--- config.mk ---
export PLATFORM = sky130hd
export DESIGN_NAME = rec_mult_sequencer
export DESIGN_NICKNAME = d
export VERILOG_FILES = /design/src/rtl/rec_mult_pkg.sv /design/src/rtl/Reh4.sv /design/src/rtl/pp_nibble_sel.sv /design/src/rtl/rec_mult_sequencer.sv
export SDC_FILE = /design/constraint.sdc
export NUM_CORES = 1
export LEC_CHECK = 0
export BUFFER_PORTS_ARGS = -buffer_cell sky130_fd_sc_hd__buf_2
export CORE_ASPECT_RATIO = 1.2
export CORE_MARGIN = 2
export CORE_UTILIZATION = 30
export DETAILED_ROUTE_END_ITERATION = 7
export HOLD_SLACK_MARGIN = 0.06
export PLACE_DENSITY_LB_ADDON = 0.25
export SLEW_MARGIN = 10
export SYNTH_ARGS = -nofsm -noshare
export SYNTH_HDL_FRONTEND = slang
export SYNTH_HIERARCHICAL = 1
export SYNTH_SLANG_ARGS = --single-unit
export TNS_END_PERCENT = 10
--- constraint.sdc ---
create_clock -name clk -period 9.1 [get_ports clk]
set_input_delay 0.455 -clock clk [delete_from_list [all_inputs] [get_ports clk]]
set_output_delay 0.455 -clock clk [all_outputs]
set_load 0.01 [all_outputs]
--- src/rtl/rec_mult_pkg.sv ---
// Shared constants, FSM encoding and shift helper for the recursive approximate multiplier.
package rec_mult_pkg;

    localparam int CORE_W = 4;

    typedef enum logic [1:0] {
        IDLE = 2'd0,
        CALC = 2'd1,
        DONE = 2'd2
    } state_e;

    // Weight of partial product k: a nibble i = k%n, b nibble j = k/n.
    function automatic int step_shift(input int k, input int n);
        return CORE_W * ((k % n) + (k / n));
    endfunction

endpackage

--- src/rtl/Reh4.sv ---
// 4x4 approximate multiplier: four 2x2 blocks, each exact except 3*3 which yields 7.
module Reh4 (
    input  logic [3:0] a,
    input  logic [3:0] b,
    output logic [7:0] y
);

    function automatic logic [2:0] mul2(input logic [1:0] x, input logic [1:0] z);
        if (x == 2'd3 && z == 2'd3) return 3'd7;
        return {1'b0, x} * {1'b0, z};
    endfunction

    always_comb begin
        y = 8'(mul2(a[1:0], b[1:0]))
          + (8'(mul2(a[3:2], b[1:0])) << 2)
          + (8'(mul2(a[1:0], b[3:2])) << 2)
          + (8'(mul2(a[3:2], b[3:2])) << 4);
    end

endmodule

--- src/rtl/pp_nibble_sel.sv ---
// Selects the a/b nibbles for a step and forms their partial product.
// REC_MULT_EXACT_MSB_EN: the final (most significant) step uses an exact 4x4 multiply.
module pp_nibble_sel
    import rec_mult_pkg::*;
#(
    parameter int WIDTH  = 8,
    parameter int STEP_W = 2
) (
    input  logic [WIDTH-1:0]    a_i,
    input  logic [WIDTH-1:0]    b_i,
    input  logic [STEP_W-1:0]   step_i,
    output logic [2*CORE_W-1:0] pp_o
);

    localparam int N = WIDTH / CORE_W;

    logic [CORE_W-1:0]   a_nib;
    logic [CORE_W-1:0]   b_nib;
    logic [2*CORE_W-1:0] approx;

    always_comb begin
        a_nib = a_i[CORE_W*(int'(step_i) % N) +: CORE_W];
        b_nib = b_i[CORE_W*(int'(step_i) / N) +: CORE_W];
    end

    Reh4 u_core (
        .a (a_nib),
        .b (b_nib),
        .y (approx)
    );

`ifdef REC_MULT_EXACT_MSB_EN
    always_comb begin
        if (step_i == STEP_W'(N*N-1)) pp_o = {4'b0, a_nib} * {4'b0, b_nib};
        else                          pp_o = approx;
    end
`else
    assign pp_o = approx;
`endif

endmodule

--- src/rtl/rec_mult_sequencer.sv ---
// Multi-cycle WIDTHxWIDTH approximate multiplier: one nibble product per cycle, shift-accumulated.
// Optional REC_MULT_EXACT_MSB_EN makes the top nibble product exact (see pp_nibble_sel).
module rec_mult_sequencer
    import rec_mult_pkg::*;
#(
    parameter int WIDTH = 8
) (
    input  logic               clk,
    input  logic               rst_n,
    input  logic               in_valid,
    output logic               in_ready,
    input  logic [WIDTH-1:0]   a,
    input  logic [WIDTH-1:0]   b,
    output logic               out_valid,
    input  logic               out_ready,
    output logic [2*WIDTH-1:0] product,
    output logic               busy
);

    localparam int N      = WIDTH / CORE_W;
    localparam int NSTEP  = N * N;
    localparam int STEP_W = $clog2(NSTEP);
    localparam logic [STEP_W-1:0] LAST = STEP_W'(NSTEP - 1);

    state_e              state_q;
    logic [STEP_W-1:0]   step_q;
    logic [WIDTH-1:0]    a_q;
    logic [WIDTH-1:0]    b_q;
    logic [2*WIDTH-1:0]  acc_q;
    logic [2*WIDTH-1:0]  acc_d;
    logic                in_ready_q;
    logic                out_valid_q;
    logic                busy_q;
    logic [2*CORE_W-1:0] pp;

    pp_nibble_sel #(
        .WIDTH  (WIDTH),
        .STEP_W (STEP_W)
    ) u_sel (
        .a_i    (a_q),
        .b_i    (b_q),
        .step_i (step_q),
        .pp_o   (pp)
    );

    // Core output <= 225, so the full sum always fits in 2*WIDTH bits.
    assign acc_d = acc_q + ((2*WIDTH)'(pp) << step_shift(int'(step_q), N));

    always_ff @(posedge clk or negedge rst_n) begin
        if (!rst_n) begin
            state_q     <= IDLE;
            step_q      <= '0;
            a_q         <= '0;
            b_q         <= '0;
            acc_q       <= '0;
            in_ready_q  <= 1'b0;
            out_valid_q <= 1'b0;
            busy_q      <= 1'b0;
        end else begin
            case (state_q)
                IDLE: begin
                    if (in_valid && in_ready_q) begin
                        a_q        <= a;
                        b_q        <= b;
                        acc_q      <= '0;
                        step_q     <= '0;
                        in_ready_q <= 1'b0;
                        busy_q     <= 1'b1;
                        state_q    <= CALC;
                    end else begin
                        in_ready_q <= 1'b1;
                    end
                end
                CALC: begin
                    acc_q  <= acc_d;
                    step_q <= step_q + STEP_W'(1);
                    if (step_q == LAST) begin
                        step_q      <= '0;
                        out_valid_q <= 1'b1;
                        state_q     <= DONE;
                    end
                end
                DONE: begin
                    if (out_ready) begin
                        out_valid_q <= 1'b0;
                        busy_q      <= 1'b0;
                        in_ready_q  <= 1'b1;
                        state_q     <= IDLE;
                    end
                end
                default: begin
                    state_q     <= IDLE;
                    in_ready_q  <= 1'b0;
                    out_valid_q <= 1'b0;
                    busy_q      <= 1'b0;
                end
            endcase
        end
    end

    assign in_ready  = in_ready_q;
    assign out_valid = out_valid_q;
    assign busy      = busy_q;
    assign product   = acc_q;

endmodule
==> metrics.cfg <==
[clock_tree]
holdBufCountCts = 0
clkTransAtPathRegs_ns = 0.06
clock_path_buffers = 2
cts_inserted_buffers = 5
cts_setup_buffers = 0
cts_sinks = 39
post_cts_resized = 0
htreeDepth = 2
insertion_delay_ns = 0.28
root_buffer = clkbuf_16
tritoncts = yes

[layout]
nets = 444
diodes = 0
utilization_pct = 35.0
syn2layout_area_growth_pct = 15.2
layout_common_cells = 71 x nand2_1, 39 x dfrtp_1, 38 x buf_2
final_cells = 522
n_fill_cell = 1078
drive_above_1_share_pct = 17.2
final_common_cell = nand2_1

[worst_setup_path]
crit_path_end_kind = register
worstReg2RegEnd = product[13]$_DFFE_PN0P_
worstSetupPathType = reg2reg
regToRegSetupSlack_ns = 4.26
rr_startpoint = step_q[0]$_DFFE_PN0P_
cp.required_ns = 9.27
cp-startpoint = step_q[0]$_DFFE_PN0P_
critical_path.max_fanout = 10
start_kind = register
r2r_cells = 16
critPathArrivalTime_ns = 5.01

[status]
status = finished, final reports clean

[timing]
fin_crit_sh_pct = 53.2
max_freq_ghz = 0.207
skew_ns = 0.00384
relSlewSlack_pct = 23.3
tns_ns = 0
final-max-slew-violation-count = 0
worstMarginPinSlew_ns = 1.15
finalHoldViolCount = 0
grt_setup_unrepaired = false
fin_ws_ns = 4.26
period_minus_slack_ns = 4.84
setup_viol = 0

[die]
die_w_um = 95.4
start_util_pct = 30.4
die-height_um = 114
coreArea_um2 = 9910
io_pins = 39
dieArea_um2 = 10900
rows = 40

[grt]
grt_max_degree = 40
grt_pass1_wl_um = 13300
antenna_found_initial = 0
first_global_vias = 2713
track_usage_pct = 15.5
grt_overflow_total = 0

[place]
io_buffers = 38
post-place-ws_ns = 4.26
dp_hpwl_um = 6000
place.gp.congestion = 0.837
place_inst = 514

[pwr]
p_int_mw = 0.778
power.density_nw_per_um2 = 448
pwr-share-clk_pct = 11.4
power_switching_mw = 0.775
p_sw_share_pct = 49.9
leakagePower_nw = 1.64
irDropWorstVdd_v = 0.000161
combPwrFrac_pct = 68.0
p_seq_share_pct = 20.7

[route]
drt_iter0_markers = 118
ant_nets = 0
wl_um = 8030
vias = 2749
dr.pass1.iters = 4
drc_errors = 0
post_drt_wl_per_cell_um = 15.4
vias_per_cell = 5.27

[synthesis]
synth_edf_count = 0
netlist_area_um2 = 3010
ys.flop_type = dfrtp_1
syn_area_per_cell_um2 = 8.32
syn-instance-count = 362
synthDistinctLibCells = 50
yosysWarnings = 6
ys_seq_area_share_pct = 32.4
ys_async_sr_fraction_pct = 100
ys_ff_latch = 39
syn_nets = 411

[min_path]
hp-class = in2async

[flow_run]
max-cap-violations = 0

==> cells by family (layout without fill, tap and decap cells) <==
family / count (synthesis) / count (layout) / synth area share (%)
DFF: 39 / 39 / 32.4
adders and majority gates: 29 / 29 / 13.1
and+or+nand+nor: 163 / 163 / 25.2
xor gates and xnor gates: 6 / 6 / 1.75
buffers and inverters: 22 / 56 / 2.95
muxes: 12 / 12 / 4.32
AOI/OAI and AO/OA: 91 / 91 / 20.3
==> layout make-up <==
class / count / area (um2) / area share, %
multi-input cells: 301 / 1950 / 56.2
inverters: 7 / 26.3 / 0.758
clock inverters: 3 / 20.0 / 0.577
clock buffers: 5 / 125 / 3.61
flip-flops and latches: 39 / 976 / 28.1
repair buffers: 41 / 213 / 6.13
well taps: 126 / 158 / 4.55
==> layer usage <==
layer,wire (um),share of wire (%),GRT usage (%)
met1,3590,45,19.6
met2,4100,51,26.8
met3,247,3.1,2.71
met4,100,1.2,4.57
met5,0,0,0
==> worst max path at each step <==
stage                                          to  slack, ns  cells after the start
final                     product[13]$_DFFE_PN0P_       4.26                     16
after global routing      product[14]$_DFFE_PN0P_       3.90                     18
after CTS                 product[13]$_DFFE_PN0P_       4.24                     16
after detailed placement  product[13]$_DFFE_PN0P_       4.26                     16
after global placement    product[13]$_DFFE_PN0P_       4.30                     17
after floorplan            product[7]$_DFFE_PN0P_       4.85                     16
==> synthesized netlist by cell type (2+ instances only) <==
cell       count  share of area, %
and2_1        13               2.7
nor2_1        27               3.4
and2_2         2              0.50
or3_1          2              0.42
o21a_1         5               1.2
a21oi_1       22               3.7
a31o_2         6               1.7
o21ai_0       21               3.5
nand4b_1       2              0.58
inv_1          7              0.87
mux2i_1        4               1.3
mux2_2         8               3.0
a31oi_1        2              0.42
nor2b_1        4              0.83
ha_1          25                10
buf_2          2              0.33
o211ai_1       4               1.0
nand2_1       71               8.9
a211o_1        3              0.87
nor3_1         8               1.3
clkbuf_1      12               1.5
fa_1           4               2.7
a211oi_1       2              0.50
nor3b_1        2              0.50
o31ai_1        4               1.0
xnor2_1        2              0.58
nand3_1       18               3.0
a32oi_1        3              0.87
a21o_1         3              0.75
nand4_1        4              0.83
dfrtp_1       39                32
a22o_1         5               1.5
xor2_1         4               1.2
a2111oi_0      2              0.58
nand2b_1       5               1.0
==> power groups by stage <==
stage	clock network, mW	logic [mW]	registers, mW
floorplan	0	0.792	0.319
global placement	0	1.04	0.323
detailed placement	0	1.05	0.327
CTS	0.183	1.06	0.323
global route	0.191	1.19	0.334
finish	0.177	1.06	0.321
==> critical path, cell delays in order, from the launching register on <==
cell and delay (ns):
dfrtp_1 0.54, mux2_2 0.46, and2_1 0.19, ha_1 0.28, a31o_2 0.22, ha_1 0.29
ha_1 0.23, fa_1 0.40, a21oi_1 0.17, nor2_1 0.07, mux2i_1 0.24, nor2_1 0.11
ha_1 0.47, nand2_1 0.10, o21ai_0 0.49, a21oi_1 0.14, o311ai_0 0.34
==> state kept, by name (all words and copies together) (netlist names) <==
signal and flops:
a_q 8, state_q 2, out_valid 1, product 16
b_q 8, busy 1, in_ready 1, step_q 2
==> stage by stage <==
stage / hold WS [ns] / power, mW / instance area, um2
2_1_floorplan: 0.159 / 1.11 / 3010
3_5_place_dp: 0.457 / 1.38 / 3320
6_report: 0.305 / 1.55 / 3470
4_1_cts: 0.353 / 1.57 / 3470
5_1_grt: 0.355 / 1.71 / 3470
3_3_place_gp: 0.452 / 1.36 / 3320
Power figures use the tool's default switching activity.
